## config.mk

```make
export PLATFORM = sky130hd
export DESIGN_NAME = ifu_pc_fetch
export DESIGN_NICKNAME = d
export VERILOG_FILES = /design/src/rtl/ifu_pc_fetch.sv
export SDC_FILE = /design/constraint.sdc
export NUM_CORES = 1
export LEC_CHECK = 0
export CORE_UTILIZATION = 25
export DETAILED_ROUTE_END_ITERATION = 6
export PLACE_DENSITY = 0.65
export SLEW_MARGIN = 15
export SYNTH_ARGS = -nofsm -noshare
export SYNTH_HDL_FRONTEND = slang
export SYNTH_SLANG_ARGS = --single-unit
```

## constraint.sdc

```tcl
create_clock -name clk -period 2.6 [get_ports clk]
set_input_delay 0.52 -clock clk [delete_from_list [all_inputs] [get_ports clk]]
set_output_delay 0.52 -clock clk [all_outputs]
set_load 0.02 [all_outputs]
```

## src/rtl/ifu_pc_fetch.sv

```systemverilog
`timescale 1ns/1ps
// Instruction-fetch stage: owns the architectural PC, fetches from imem, holds the word for decode.
// Latency: at least 2 cycles per instruction (1 fetch + 1 hold); each imem wait-state or stall adds 1 cycle.
// Backpressure: stall holds the word in S_HOLD; imem_ready is waited on for up to TIMEOUT_CYCLES before erroring.
module ifu_pc_fetch #(
  parameter logic [31:0] RESET_PC       = 32'h0000_3000,
  parameter int unsigned TIMEOUT_CYCLES = 16
) (
  input  logic        clk,
  input  logic        reset,
  input  logic [31:0] npc_in,
  input  logic        stall,
  input  logic        imem_ready,
  input  logic [31:0] imem_rdata,
  output logic        imem_req,
  output logic [31:0] imem_addr,
  output logic [31:0] pc_out,
  output logic [31:0] instr,
  output logic        instr_valid,
  output logic        addr_err,
  output logic        timeout_err
);

  typedef enum logic [1:0] {
    S_IDLE  = 2'd0,
    S_FETCH = 2'd1,
    S_HOLD  = 2'd2,
    S_ERR   = 2'd3
  } state_t;

  // Counter is 8 bits wide, enough for the 1..255 timeout range.
  localparam logic [7:0] LP_TIMEOUT = 8'(TIMEOUT_CYCLES);

  state_t      r_state;
  state_t      w_state_nxt;
  logic [7:0]  r_wait_cnt;
  logic [7:0]  w_wait_cnt_nxt;
  logic [7:0]  w_wait_cnt_inc;
  logic [31:0] r_pc;
  logic [31:0] w_pc_nxt;
  logic [31:0] r_instr;
  logic [31:0] w_instr_nxt;
  logic        r_instr_vld;
  logic        w_instr_vld_nxt;
  logic        r_addr_err;
  logic        w_addr_err_nxt;
  logic        r_timeout_err;
  logic        w_timeout_err_nxt;
  logic        w_npc_aligned;

  assign w_wait_cnt_inc = r_wait_cnt + 8'd1;
  assign w_npc_aligned  = (npc_in[1:0] == 2'b00);

  // State register; reset abandons any outstanding fetch.
  always_ff @(posedge clk or posedge reset) begin
    if (reset) begin
      r_state <= S_IDLE;
    end else begin
      r_state <= w_state_nxt;
    end
  end

  // Next-state and next-datapath decode; ready wins over a same-cycle timeout.
  always_comb begin
    w_state_nxt       = r_state;
    w_wait_cnt_nxt    = r_wait_cnt;
    w_pc_nxt          = r_pc;
    w_instr_nxt       = r_instr;
    w_instr_vld_nxt   = r_instr_vld;
    w_addr_err_nxt    = r_addr_err;
    w_timeout_err_nxt = r_timeout_err;
    case (r_state)
      S_IDLE: begin
        w_state_nxt = S_FETCH;
      end
      S_FETCH: begin
        if (imem_ready) begin
          w_instr_nxt     = imem_rdata;
          w_instr_vld_nxt = 1'b1;
          w_wait_cnt_nxt  = 8'd0;
          w_state_nxt     = S_HOLD;
        end else if (w_wait_cnt_inc == LP_TIMEOUT) begin
          w_wait_cnt_nxt    = w_wait_cnt_inc;
          w_timeout_err_nxt = 1'b1;
          w_state_nxt       = S_ERR;
        end else begin
          w_wait_cnt_nxt = w_wait_cnt_inc;
        end
      end
      S_HOLD: begin
        if (!stall) begin
          // The target is loaded even when misaligned so the faulting address stays visible.
          w_pc_nxt        = npc_in;
          w_instr_vld_nxt = 1'b0;
          if (w_npc_aligned) begin
            w_state_nxt = S_FETCH;
          end else begin
            w_addr_err_nxt = 1'b1;
            w_state_nxt    = S_ERR;
          end
        end
      end
      S_ERR: begin
        w_instr_vld_nxt = 1'b0;
      end
      default: begin
        w_state_nxt = S_IDLE;
      end
    endcase
  end

  // Datapath registers: PC, captured word, valid qualifier, sticky error flags, wait counter.
  always_ff @(posedge clk or posedge reset) begin
    if (reset) begin
      r_pc          <= RESET_PC;
      r_instr       <= 32'd0;
      r_instr_vld   <= 1'b0;
      r_addr_err    <= 1'b0;
      r_timeout_err <= 1'b0;
      r_wait_cnt    <= 8'd0;
    end else begin
      r_pc          <= w_pc_nxt;
      r_instr       <= w_instr_nxt;
      r_instr_vld   <= w_instr_vld_nxt;
      r_addr_err    <= w_addr_err_nxt;
      r_timeout_err <= w_timeout_err_nxt;
      r_wait_cnt    <= w_wait_cnt_nxt;
    end
  end

  // imem_req is decoded from state only, so there is no input-to-output path.
  assign imem_req    = (r_state == S_FETCH);
  assign imem_addr   = r_pc;
  assign pc_out      = r_pc;
  assign instr       = r_instr;
  assign instr_valid = r_instr_vld;
  assign addr_err    = r_addr_err;
  assign timeout_err = r_timeout_err;

endmodule

```

==> impl_metrics.csv, run 1 <==
group,metric,value,unit
sta,finalCritPeriodShare,83.6,%
sta,relSlewSlack,55.2,%
synth,synth-xor-area-share,0,%
finish,final_common_cell,"clkdlybuf4s50_1",
hold_path,hp-class,"reg -> reg",
power,cellPowerDensity,1340,nW/um^2
route,drc_errors,0,
worst_setup_path,startpoint,"r_state[1]",
floorplan,start_util,25.8,%
clock_tree,clk_pin_slew_worst_paths,60,ps
sta,hold_viol,0,
sta,fin_ws,426,ps
synth,synth_cell_types,37,
clock_tree,cts_tree,"built",
place,place_ws,588,ps
clock_tree,cts_sinks,77,
outcome,status,"finished clean",
synth,synth_top_family_by_area,"multiplexers",
global_routing,grt_pass1_vias,2578,
finish,fin_nets,465,
synth,synthCells,251,
sta,final.setup.tns,0,ps
route,viasPerCell,4.27,
clock_tree,post_cts_resized,0,
clock_tree,postCtsHoldBufs,0,
synth,synth.cell_area,3440,um^2
global_routing,grt_overflow,0,
sta,setup_viol,0,
hold_path,hold_start,"addr_err",
place,io_buffers,167,
floorplan,die_h,119,um
clock_tree,cts-htree-levels,3,
power,total_power,7170,uW
synth,synth_compound_area_share,5.09,%
worst_setup_path,crit_type,"reg -> out",
finish,diodes,0,
clock_tree,cts_made_buffers,9,
worst_setup_path,crit_required,2080,ps
route,totalWireLength,8000,um
worst_setup_path,regToRegStartpoint,"r_state[0]",
run,maxCapViolations,0,
finish,layout_common_cells,"clkdlybuf4s50_1, dfrtp_1, mux2_2",
sta,worstMarginPinSlew,671,ps
synth,syn_area_per_cell,13.7,um^2
route,wl_per_cell,14.0,um
floorplan,rows,42,
global_routing,grtUsageTotal,11.9,%
global_routing,grt_pass1_wl,13000,um
finish,drive_gt1_share,22.4,%
clock_tree,clock-root-buffer,"clkbuf_16",
sta,slew_viol_final,0,
route,vias,2448,
sta,rsz0062_at_grt,"false",
synth,synth.net_count,324,
synth,ys_seq_area_share,56.0,%
place,globalplace.congestion,0.736,
route,dr.pass1.iters,4,
finish,syn_to_final_growth,55.7,%
synth,synth_adder_area_share,1.82,%
clock_tree,cts_buffer_depth,2,
clock_tree,clk_latency,330,ps
synth,synth-simple-area-share,5.49,%
floorplan,die_area,14200,um^2
worst_setup_path,worst-path-max-fanout,4,
floorplan,io_pins,168,
finish,final_core_util,40.2,%
worst_setup_path,critPathCaptureType,"output port",
global_routing,grt_max_degree,37,
place,hpwl,5880,um
power,leakagePower,0.00220,uW
sta,fmax,0.460,GHz
route,drtAntennaViolNets,0,
synth,ys_warn_count,0,
global_routing,antenna_found_initial,0,
sta,fin_skew,8.12,ps
finish,final_cells,573,
worst_setup_path,startpoint_type,"register",
synth,synth-seq-cells,77,
synth,synth.area.mux_share,21.5,%
place,dpl.cell_count,557,
route,first_iter_violations,72,
floorplan,fp.dieW,119,um
clock_tree,cts_setup_buffers,0,
sta,period_minus_slack,2170,ps
floorplan,core-area,13300,um^2
power,peakVddDrop,0.436,mV
worst_setup_path,arrival,1650,ps
final cells by class:
cell class | instances | area (um^2)
Clock buffer | 11 | 243
Timing Repair Buffer | 172 | 1730
Fill cell | 1263 | 7990
Tap cell | 176 | 220
Inverter | 4 | 16.3
Clock inverter | 5 | 50.0
Multi-Input combinational cell | 128 | 1170
Sequential cell | 77 | 1930
worst paths after layout:
kind                           endpoint  slack, ps  cells after the start
setup / recovery               imem_req        430                      3
hold / removal                 addr_err        470                      1
setup reg to reg           imem_addr[5]        770                      5
hold reg to reg                addr_err        470                      1
max in group asynchronous  imem_addr[5]       1400                      3
min in group asynchronous      instr[7]        600                      2
registers in the layout (all words and copies together), names as in the netlist:
name and cells:
instr 32, r_state 2, imem_addr 32, instr_valid 1, addr_err 1, timeout_err 1
r_wait_cnt 8
critical path, cell delays in order (launching register included):
cell             delay (ps)
dfrtp_1                 400
inv_1                   140
ha_1                    190
clkdlybuf4s50_1         600
metrics by stage:
| stage | hold WS, ps | instance area, um^2 |
|---|---|---|
| 2_1_floorplan | 502 | 3440 |
| 3_3_place_gp | 452 | 5070 |
| 3_5_place_dp | 469 | 5070 |
| 4_1_cts | 486 | 5360 |
| 5_1_grt | 490 | 5360 |
| 6_report | 474 | 5360 |
kinds of logic after synthesis:
kind of cell    Yosys count
simple gates             32
fa+ha+maj                 5
buf+inv                  46
compound gates           25
mux                      66
flops                    77
synth_stat cells:
cell type / n / area share, %
nand4_1: 1 / 0.18
ha_1: 5 / 1.8
mux2_2: 61 / 20
nand2_2: 1 / 0.18
a21oi_1: 2 / 0.29
and3_1: 1 / 0.18
dfstp_2: 2 / 1.5
a311oi_1: 1 / 0.25
inv_1: 4 / 0.44
mux2_1: 3 / 0.98
dfrtp_1: 75 / 55
mux2i_1: 2 / 0.58
and2_1: 1 / 0.18
nor2b_1: 2 / 0.36
o21ai_0: 9 / 1.3
o2bb2ai_1: 2 / 0.51
a31oi_1: 1 / 0.18
nor2_1: 5 / 0.55
o211a_1: 1 / 0.29
nor3_1: 1 / 0.15
nand3_1: 4 / 0.58
buf_4: 36 / 7.8
or3b_1: 1 / 0.25
buf_2: 1 / 0.15
nand2b_1: 3 / 0.55
a41oi_1: 1 / 0.25
o21bai_1: 1 / 0.22
o21ai_1: 1 / 0.15
a22o_1: 3 / 0.76
o31ai_1: 1 / 0.22
o21a_1: 1 / 0.22
nand2_1: 9 / 0.98
nor4b_4: 1 / 0.69
and4_1: 1 / 0.25
buf_6: 5 / 1.6
nand2b_4: 1 / 0.40
o2111ai_2: 1 / 0.44
power breakdown:
group / switching (uW) / internal, uW / total (uW)
Sequential: 383 / 1780 / 2160
Clock: 465 / 762 / 1230
Combinational: 1780 / 2000 / 3780
metal layers:
layer	GRT usage, %	part of all wire, %	vias up
met5	0	0	-
met4	6.17	1.9	0
met3	3.21	6.6	12
met2	20.6	52	113
met1	13.2	40	1196
li1	-	-	1127
Note: power is estimated with default switching activity, not from simulation.
==> inputs of run 2 (changes only) <==
--- a/config.mk
+++ b/config.mk
@@ -7,7 +7,7 @@
 export LEC_CHECK = 0
 export CORE_UTILIZATION = 25
 export DETAILED_ROUTE_END_ITERATION = 6
-export PLACE_DENSITY = 0.65
+export PLACE_DENSITY = 0.63
 export SLEW_MARGIN = 15
 export SYNTH_ARGS = -nofsm -noshare
 export SYNTH_HDL_FRONTEND = slang
==> constraint.sdc (replaced) <==
create_clock -name clk -period 2.1 [get_ports clk]
set_input_delay 0.42 -clock clk [delete_from_list [all_inputs] [get_ports clk]]
set_output_delay 0.42 -clock clk [all_outputs]
set_load 0.02 [all_outputs]
==> impl_metrics.csv, run 2 (synthesis results as in run 1) <==
group,metric,value,unit
outcome,status,"finished clean",
global_routing,grt_pass1_vias,2525,
power,pwr-share-comb,52.2,%
sta,worstMarginPinSlew,530,ps
worst_setup_path,crit_required,1680,ps
worst_setup_path,cp_cell_sequence,"clkdlybuf4s50_1",
sta,rsz0062_at_grt,"false",
route,viasPerCell,4.24,
floorplan,rows,42,
sta,slew_viol_final,0,
hold_path,hp-class,"reg -> reg",
place,globalplace.congestion,0.780,
worst_setup_path,cp_top_family,"buffers and inverters",
power,seqPwrFrac,29.9,%
worst_setup_path,max_stage_delay,600,ps
floorplan,fp.dieW,119,um
place,io_buffers,167,
sta,relSlewSlack,64.6,%
sta,period_minus_slack,1890,ps
worst_setup_path,crit_type,"reg -> out",
power,p_sw_share,36.1,%
worst_setup_path,startpoint_type,"register",
clock_tree,cts-htree-levels,3,
clock_tree,clk_latency,330,ps
worst_setup_path,ff2ff_setup_slack,380,ps
route,drc_errors,0,
power,switching_power,3230,uW
power,internal-power,5720,uW
clock_tree,cts_sinks,77,
hold_path,hold_end,"addr_err",
route,drtAntennaViolNets,0,
global_routing,grt_max_degree,43,
finish,drive_gt1_share,22.6,%
worst_setup_path,worst-path-buf-inv,1,
hold_path,hold_path_depth,1,
finish,diodes,0,
floorplan,die_area,14200,um^2
worst_setup_path,startpoint,"imem_addr[13]",
clock_tree,clk_pin_slew_worst_paths,60,ps
floorplan,core-area,13300,um^2
floorplan,die_h,119,um
sta,final.setup.tns,0,ps
floorplan,start_util,25.8,%
place,hpwl,5770,um
worst_setup_path,worst-path-max-fanout,3,
finish,final_core_util,40.4,%
floorplan,io_pins,168,
global_routing,grt_overflow,0,
power,peakVddDrop,0.552,mV
clock_tree,cts_made_buffers,9,
sta,setup_viol,0,
sta,hold_viol,0,
finish,layout_common_cells,"clkdlybuf4s50_1, dfrtp_1, mux2_2",
power,power_frac_clock,17.9,%
sta,finalCritPeriodShare,89.8,%
sta,fmax,0.530,GHz
global_routing,grt_pass1_wl,12700,um
hold_path,hold_start,"addr_err",
power,leakagePower,0.00221,uW
route,totalWireLength,7760,um
route,vias,2440,
clock_tree,clock-root-buffer,"clkbuf_16",
global_routing,grtUsageTotal,11.3,%
clock_tree,postCtsHoldBufs,0,
route,wl_per_cell,13.5,um
clock_tree,cts_tree,"built",
clock_tree,cts_buffer_depth,2,
route,first_iter_violations,64,
worst_setup_path,r2r_end,"r_state[1]",
worst_setup_path,arrival,1470,ps
finish,fin_nets,467,
worst_setup_path,regToRegStartpoint,"r_state[1]",
run,maxCapViolations,0,
place,dpl.cell_count,559,
worst_setup_path,worstRegToRegCells,7,
power,cellPowerDensity,1660,nW/um^2
finish,final_cells,575,
global_routing,antenna_found_initial,0,
worst_setup_path,critPathCaptureType,"output port",
finish,final_common_cell,"clkdlybuf4s50_1",
worst_setup_path,slowest_stage,"clkdlybuf4s50_1",
route,dr.pass1.iters,4,
finish,syn_to_final_growth,56.6,%
sta,fin_skew,5.27,ps
==> run 2: cell count changes in the layout (fill, tap and decap cells not counted) <==
cell | before | now
clkbuf_8 | 1 | 0
bufinv_16 | 1 | 2
clkinvlp_4 | 0 | 1
buf_4 | 3 | 5
clkdlybuf4s50_1 | 167 | 166
clkinv_2 | 5 | 3
clkbuf_1 | 1 | 2
dlygate4sd2_1 | 0 | 1
==> run 2: area by class of cell <==
class,count,area (um^2)
Inverter,4,18.8
Tap cell,176,220
Multi-Input combinational cell,128,1170
Timing Repair Buffer,174,1750
Sequential cell,77,1930
Clock inverter,5,75.1
Fill cell,1287,7950
Clock buffer,11,233
==> run 2: layer usage <==
layer  vias up  GRT usage (%)  routed length [um]
li1       1126              -                   -
met4         0           4.45                 119
met1      1187           13.7                3380
met5         -              0                   0
met3        13           3.69                 609
met2       114           18.4                3650
==> run 2: metrics by stage <==
step / power, uW / hold WS (ps) / area (um^2) / worst slack (ps)
floorplan: 5510 / 502 / 3450 / 380
global placement: 7370 / 456 / 5090 / 268
detailed placement: 7440 / 469 / 5090 / 234
CTS: 9100 / 486 / 5390 / 190
global route: 9450 / 512 / 5390 / 168
finish: 8950 / 471 / 5390 / 214
==> run 2: worst max-delay path by stage <==
stage                         end  cells after the start
floorplan               instr[10]                      6
global placement       r_state[1]                      5
detailed placement     r_state[1]                      5
CTS                 imem_addr[12]                      1
global route        imem_addr[12]                      1
finish                 pc_out[13]                      1
==> run 2: power by group through the flow <==
stage / combinational, uW / sequential [uW] / clock, uW
after floorplan: 2070 / 3440 / 0
after global placement: 4690 / 2680 / 0
after detailed placement: 4730 / 2710 / 0
after CTS: 4730 / 2690 / 1680
after global routing: 4950 / 2780 / 1720
final: 4670 / 2680 / 1600
==> run 2: repair_timing <==
item	in CTS	in global routing
buffers inserted	0	0
endpoints found under the setup margin	1	0
gates resized for setup	1	0
==> variant 1, RTL diff (flow settings as in run 2) <==
Encoding of `state_t`: now one-hot (4 bits for 4 states).
--- a/src/rtl/ifu_pc_fetch.sv
+++ b/src/rtl/ifu_pc_fetch.sv
@@ -21,11 +21,11 @@
   output logic        timeout_err
 );
 
-  typedef enum logic [1:0] {
-    S_IDLE  = 2'd0,
-    S_FETCH = 2'd1,
-    S_HOLD  = 2'd2,
-    S_ERR   = 2'd3
+  typedef enum logic [3:0] {
+    S_IDLE  = 4'b0001,
+    S_FETCH = 4'b0010,
+    S_HOLD  = 4'b0100,
+    S_ERR   = 4'b1000
   } state_t;
 
   // Counter is 8 bits wide, enough for the 1..255 timeout range.
Check against the original RTL: same outputs for any inputs over 10 cycles, from zero or initial values and one cycle with reset high; not proved beyond that.
==> variant 1 against run 2 <==
- sequential cell count rose by 2
- wire length rose by 0.68%
- cell area rose by 3.5%
- global-route usage fell by 0.34 points
- synthesized area rose by 3.3%
- power fell by 4.6%
- worst setup slack got worse by 49 ps
- clock skew barely moved
- cell count rose by 2.3%
- largest cell class unchanged
- highest routed layer unchanged
==> variant 1: results (changes against run 2) <==
Run status
  – Status: complete, no violations

Drt
  – DR vias: 2463 (+0.94%)
  – DRT iter0 DRCs: 117 (+83%)
  – Final wirelength: 7810 um (+0.68%)
  – DRT Pass-1 Iters: 4 (unchanged)

Placement
  – Place WS: -23.8 ps (-258 ps)
  – Final HPWL DP: 5710 um (-0.98%)
  – Placed cell area: 0.00525 mm^2 (+3.1%)
  – Placed insts: 572 (+2.3%)
  – Gpl congestion: 0.782 (+0.23%)

CTS
  – Clock Latency Late Sink: 330 ps (about the same)

Logic synthesis
  – Post-synthesis sequential area ratio: 55.7% (-0.37 points)
  – Syn_nets: 328 (+1.2%)
  – Leading post-synthesis cells by cell area: dfrtp_1 (53%), mux2_4 (13%), mux2_2 (11%)
  – Yosys cell types: 36 (-2.7%)
  – Synth warn: 0 (unchanged)
  – Synth cell count leaders: dfrtp_1 (76), mux2_2 (35), buf_4 (33), mux2_4 (30), nand2_1 (12)
  – Async set-reset flop share out of synthesis: 100% (unchanged)
  – Post-synthesis compound-gate area fraction: 4.57% (-0.52 points)
  – Synth Area in XOR/XNOR: 0.246% (+0.25 points)
  – Fraction of the mapped netlist area in adder cells: 0.352% (-1.5 points)
  – Post-synthesis mux area share: 24.3% (+2.8 points)
  – Synth Area per Inst: 13.7 um^2 (+0.15%)

Pwr
  – Maximum vdd drop: 0.576 mV (+4.4%)
  – Leakage: 2.46 nW (+11%)
  – Sw frac: 33.8% (-2.3 points)

GRT
  – Pin count of the biggest net entering global routing: 41 (-4.7%)
  – Initial antenna violation count: 0 (unchanged)
  – GRT Resource Usage Total: 10.9% (-0.34 points)
  – Number of global-route vias before repair: 2443 (-3.2%)
  – First-pass GRT wire length: 12200 um (-3.9%)

Finish
  – Share of cells above drive strength 1: 24.3% (+1.7 points)
  – Nets@finish: 472 (+1.1%)
  – Final std cells w/o fill: 588 (+2.3%)

Critical path
  – Slowest-stage cell, CP: or4b_4
  – Max incr delay on CP: 590 ps
  – CP delay by family, top: simple AND/OR/NAND/NOR gates
  – Crit-path max FO: 5 (+2)
  – Worst EP arrival: 1510 ps (+40 ps)

Worst hold path
  – HP Class: reg2reg

Timing
  – Worst slew margin: 66.2% (+1.6 points)
  – Worst Skew: 5.38 ps (+0.114 ps)
-- variant 1: what timing repair did --
item                       4_1_cts  5_1_grt
setup endpoints to repair        1        1
pin swaps                        0        0
gates resized for setup          3        1
-- variant 1: worst paths after layout --
check | startpoint | end | slack (ps) | cells after the start
worst max-delay path | r_state[2] | imem_req | 170 | 3
worst min-delay path | timeout_err | timeout_err | 470 | 1
worst max register to register | r_state[2] | instr[16] | 230 | 6
worst min register to register | timeout_err | timeout_err | 470 | 1
max in group asynchronous | reset | r_state[0] | 1120 | 3
min in group asynchronous | reset | imem_addr[21] | 600 | 3
-- variant 1: worst register-to-register path, stage by stage (launching register included) --
cell and delay, ps:
dfrtp_1 370, or4b_4 590, clkinv_4 70, buf_4 140
nand2_4 60, buf_12 190, mux2_4 340
-- variant 1: layout make-up --
type,instances,area [um^2]
Clock inverter,6,109
Clock buffer,10,229
Fill cell,1316,8300
Tap cell,180,225
Multi-Input combinational cell,132,1250
Inverter,3,20.0
Sequential cell,79,1980
Timing Repair Buffer,178,1770
-- variant 1: per-layer routing --
metal	vias up	part of all wire [%]	global-route usage, %
met2	128	45	16.6
met4	0	1.6	6.02
met5	-	0	0
met3	9	8.8	4.04
met1	1164	44	13.3
li1	1162	-	-
-- variant 1: power by group through the flow --
stage	logic [W]	clock network (W)	registers, W
2_1_floorplan	0.00187	0	0.00327
5_1_grt	0.00441	0.00190	0.00274
6_report	0.00416	0.00175	0.00264
4_1_cts	0.00420	0.00182	0.00266
3_3_place_gp	0.00415	0	0.00265
3_5_place_dp	0.00420	0	0.00265
-- variant 1: cell families (layout without fill, tap and decap cells) --
kind of cell	Yosys count	after routing
DFF	79	79
muxes	67	67
buffers and inverters	48	197
and+or+nand+nor	36	36
AOI/OAI and AO/OA	27	27
adders and majority gates	1	1
xor gates and xnor gates	1	1
==> variant 2, RTL diff (settings of run 2) <==
Made on the original files. Set the parameter `TIMEOUT_CYCLES` to 15 (it was 16).
--- a/src/rtl/ifu_pc_fetch.sv
+++ b/src/rtl/ifu_pc_fetch.sv
@@ -4,7 +4,7 @@
 // Backpressure: stall holds the word in S_HOLD; imem_ready is waited on for up to TIMEOUT_CYCLES before erroring.
 module ifu_pc_fetch #(
   parameter logic [31:0] RESET_PC       = 32'h0000_3000,
-  parameter int unsigned TIMEOUT_CYCLES = 16
+  parameter int unsigned TIMEOUT_CYCLES = 15
 ) (
   input  logic        clk,
   input  logic        reset,
Function: same outputs for any inputs over 4 cycles, from zero or initial values and one cycle with reset high; that may be too few to reach the edited logic, so the function may still have changed.
==> variant 2 against run 2 <==
- non-clock buffer count rose by 2
- worst setup slack worse by 11 ps
- combinational power increased by 0.9%
- power increased by 0.95%
- synthesized area is 0.91% higher
- via count increased by 4.8%
- largest power group unchanged
- register-to-register slack lost 70 ps
- clock skew about the same
- cell area rose by 2.5%
- wire length is 7.3% higher
- global-route usage increased by 0.93 points
- worst hold slack got worse by 50 ps
- sequential cell count is the same
==> variant 2: results (changes against run 2) <==
GRT
  – Pin count of the biggest net entering global routing: 35 (-19%)
  – GRT Resource Usage Total: 12.2% (+0.93 points)
  – Number of global-route vias before repair: 2603 (+3.1%)
  – First-pass GRT wire length: 13400 um (+5.9%)

Finish
  – Antenna Cells: 0 (unchanged)
  – Nets@finish: 487 (+4.3%)
  – Share of cells above drive strength 1: 23.7% (+1.1 points)
  – Final std cells w/o fill: 594 (+3.3%)

Pwr
  – Cell Pwr Density: 1640 mW/mm^2 (-1.5%)
  – Maximum vdd drop: 0.702 mV (+27%)
  – Leakage: 2.24 nW (+1.2%)
  – Clk pwr share: 18.6% (+0.7 points)
  – P_sw: 0.00328 W (+1.5%)
  – Comb pwr: 0.00471 W (+0.9%)

CTS
  – CTS root buf: clkbuf_16
  – Num CTS Buffers: 9 (unchanged)

Drt
  – DRT iter0 DRCs: 92 (+44%)
  – Via density: 4.31 (+1.5%)
  – WL/cell: 14.0 um (+3.9%)
  – DRT Pass-1 Iters: 4 (unchanged)

Logic synthesis
  – Post-synthesis sequential area ratio: 55.5% (-0.50 points)
  – Yosys cell types: 39 (+5.4%)
  – Async set-reset flop share out of synthesis: 100% (unchanged)
  – Leading post-synthesis cells by cell area: dfrtp_1 (54%), mux2_2 (21%), buf_4 (7.6%)
  – Synth cell count leaders: dfrtp_1 (75), mux2_2 (64), buf_4 (35), nand2_1 (17), o21ai_0 (14)
  – Top cell type's share of synthesized area: 54.0% (-0.49 points)
  – Synth Area per Inst: 13.0 um^2 (-5.5%)
  – Syn_nets: 342 (+5.6%)

Timing
  – Worst Skew: 5.50 ps (+0.236 ps)
  – Worst slew margin: 75.5% (+11 points)

Critical path
  – Reg2reg end: r_state[0]
  – Crit-path max FO: 3 (unchanged)
  – CP delay by family, top: buffers and inverters
  – FF-to-FF setup slack: 310 ps (-70 ps)
  – Slowest-stage cell, CP: clkdlybuf4s50_1
  – Max incr delay on CP: 600 ps (about the same)
  – R2r startpoint: r_wait_cnt[0]
  – R2R depth: 6 (-1)

Run status
  – Status: complete, no violations

Placement
  – Gpl congestion: 0.745 (-4.6%)
  – Placed insts: 578 (+3.4%)
  – Placed cell area: 0.00520 mm^2 (+2.2%)
  – Final HPWL DP: 6290 um (+9.1%)

Worst hold path
  – HP Class: in2async
-- variant 2: layout make-up --
cell class	count	area [um^2]
inverter	6	26.3
timing repair buffer	176	1790
multi-input combinational	143	1240
clock buffer	11	243
sequential	77	1930
tap	176	220
fill	1251	7870
clock inverter	5	83.8
-- variant 2: worst max-delay path by stage --
| stage | endpoint | startpoint | slack, ps |
|---|---|---|---|
| finish | imem_addr[13] | imem_addr[13] | 200 |
| global route | imem_req | r_state[1] | 130 |
| CTS | pc_out[13] | imem_addr[13] | 170 |
| detailed placement | imem_addr[30] | stall | 300 |
| global placement | imem_req | r_state[1] | 310 |
| floorplan | imem_addr[0] | r_state[0] | 440 |
-- variant 2: per-stage QoR --
stage	setup WS [ps]	hold WS, ps
floorplan	440	498
global placement	312	464
detailed placement	304	458
CTS	175	410
global route	131	434
finish	203	421
-- variant 2: cell families (layout without fill, tap and decap cells) --
group | count (synthesis) | count (layout) | share of synthesized area (%)
muxes | 64 | 64 | 20.7
xor gates and xnor gates | 1 | 1 | 0.252
DFF | 77 | 77 | 55.5
buffers and inverters | 48 | 198 | 9.11
and+or+nand+nor | 40 | 40 | 5.87
AOI/OAI and AO/OA | 32 | 32 | 6.34
adders and majority gates | 6 | 6 | 2.16
-- variant 2: per-layer routing --
layer,part of all wire [%],track usage (%),vias to the layer above
li1,-,-,1191
met1,42,14.3,1239
met2,50,20.3,121
met3,7.5,4.71,7
met4,0.79,3.98,0
met5,0,0,-
-- variant 2: what timing repair did --
item,CTS,global route
setup endpoints to repair,1,0
gates resized for setup,1,0
hold endpoints to repair,0,0
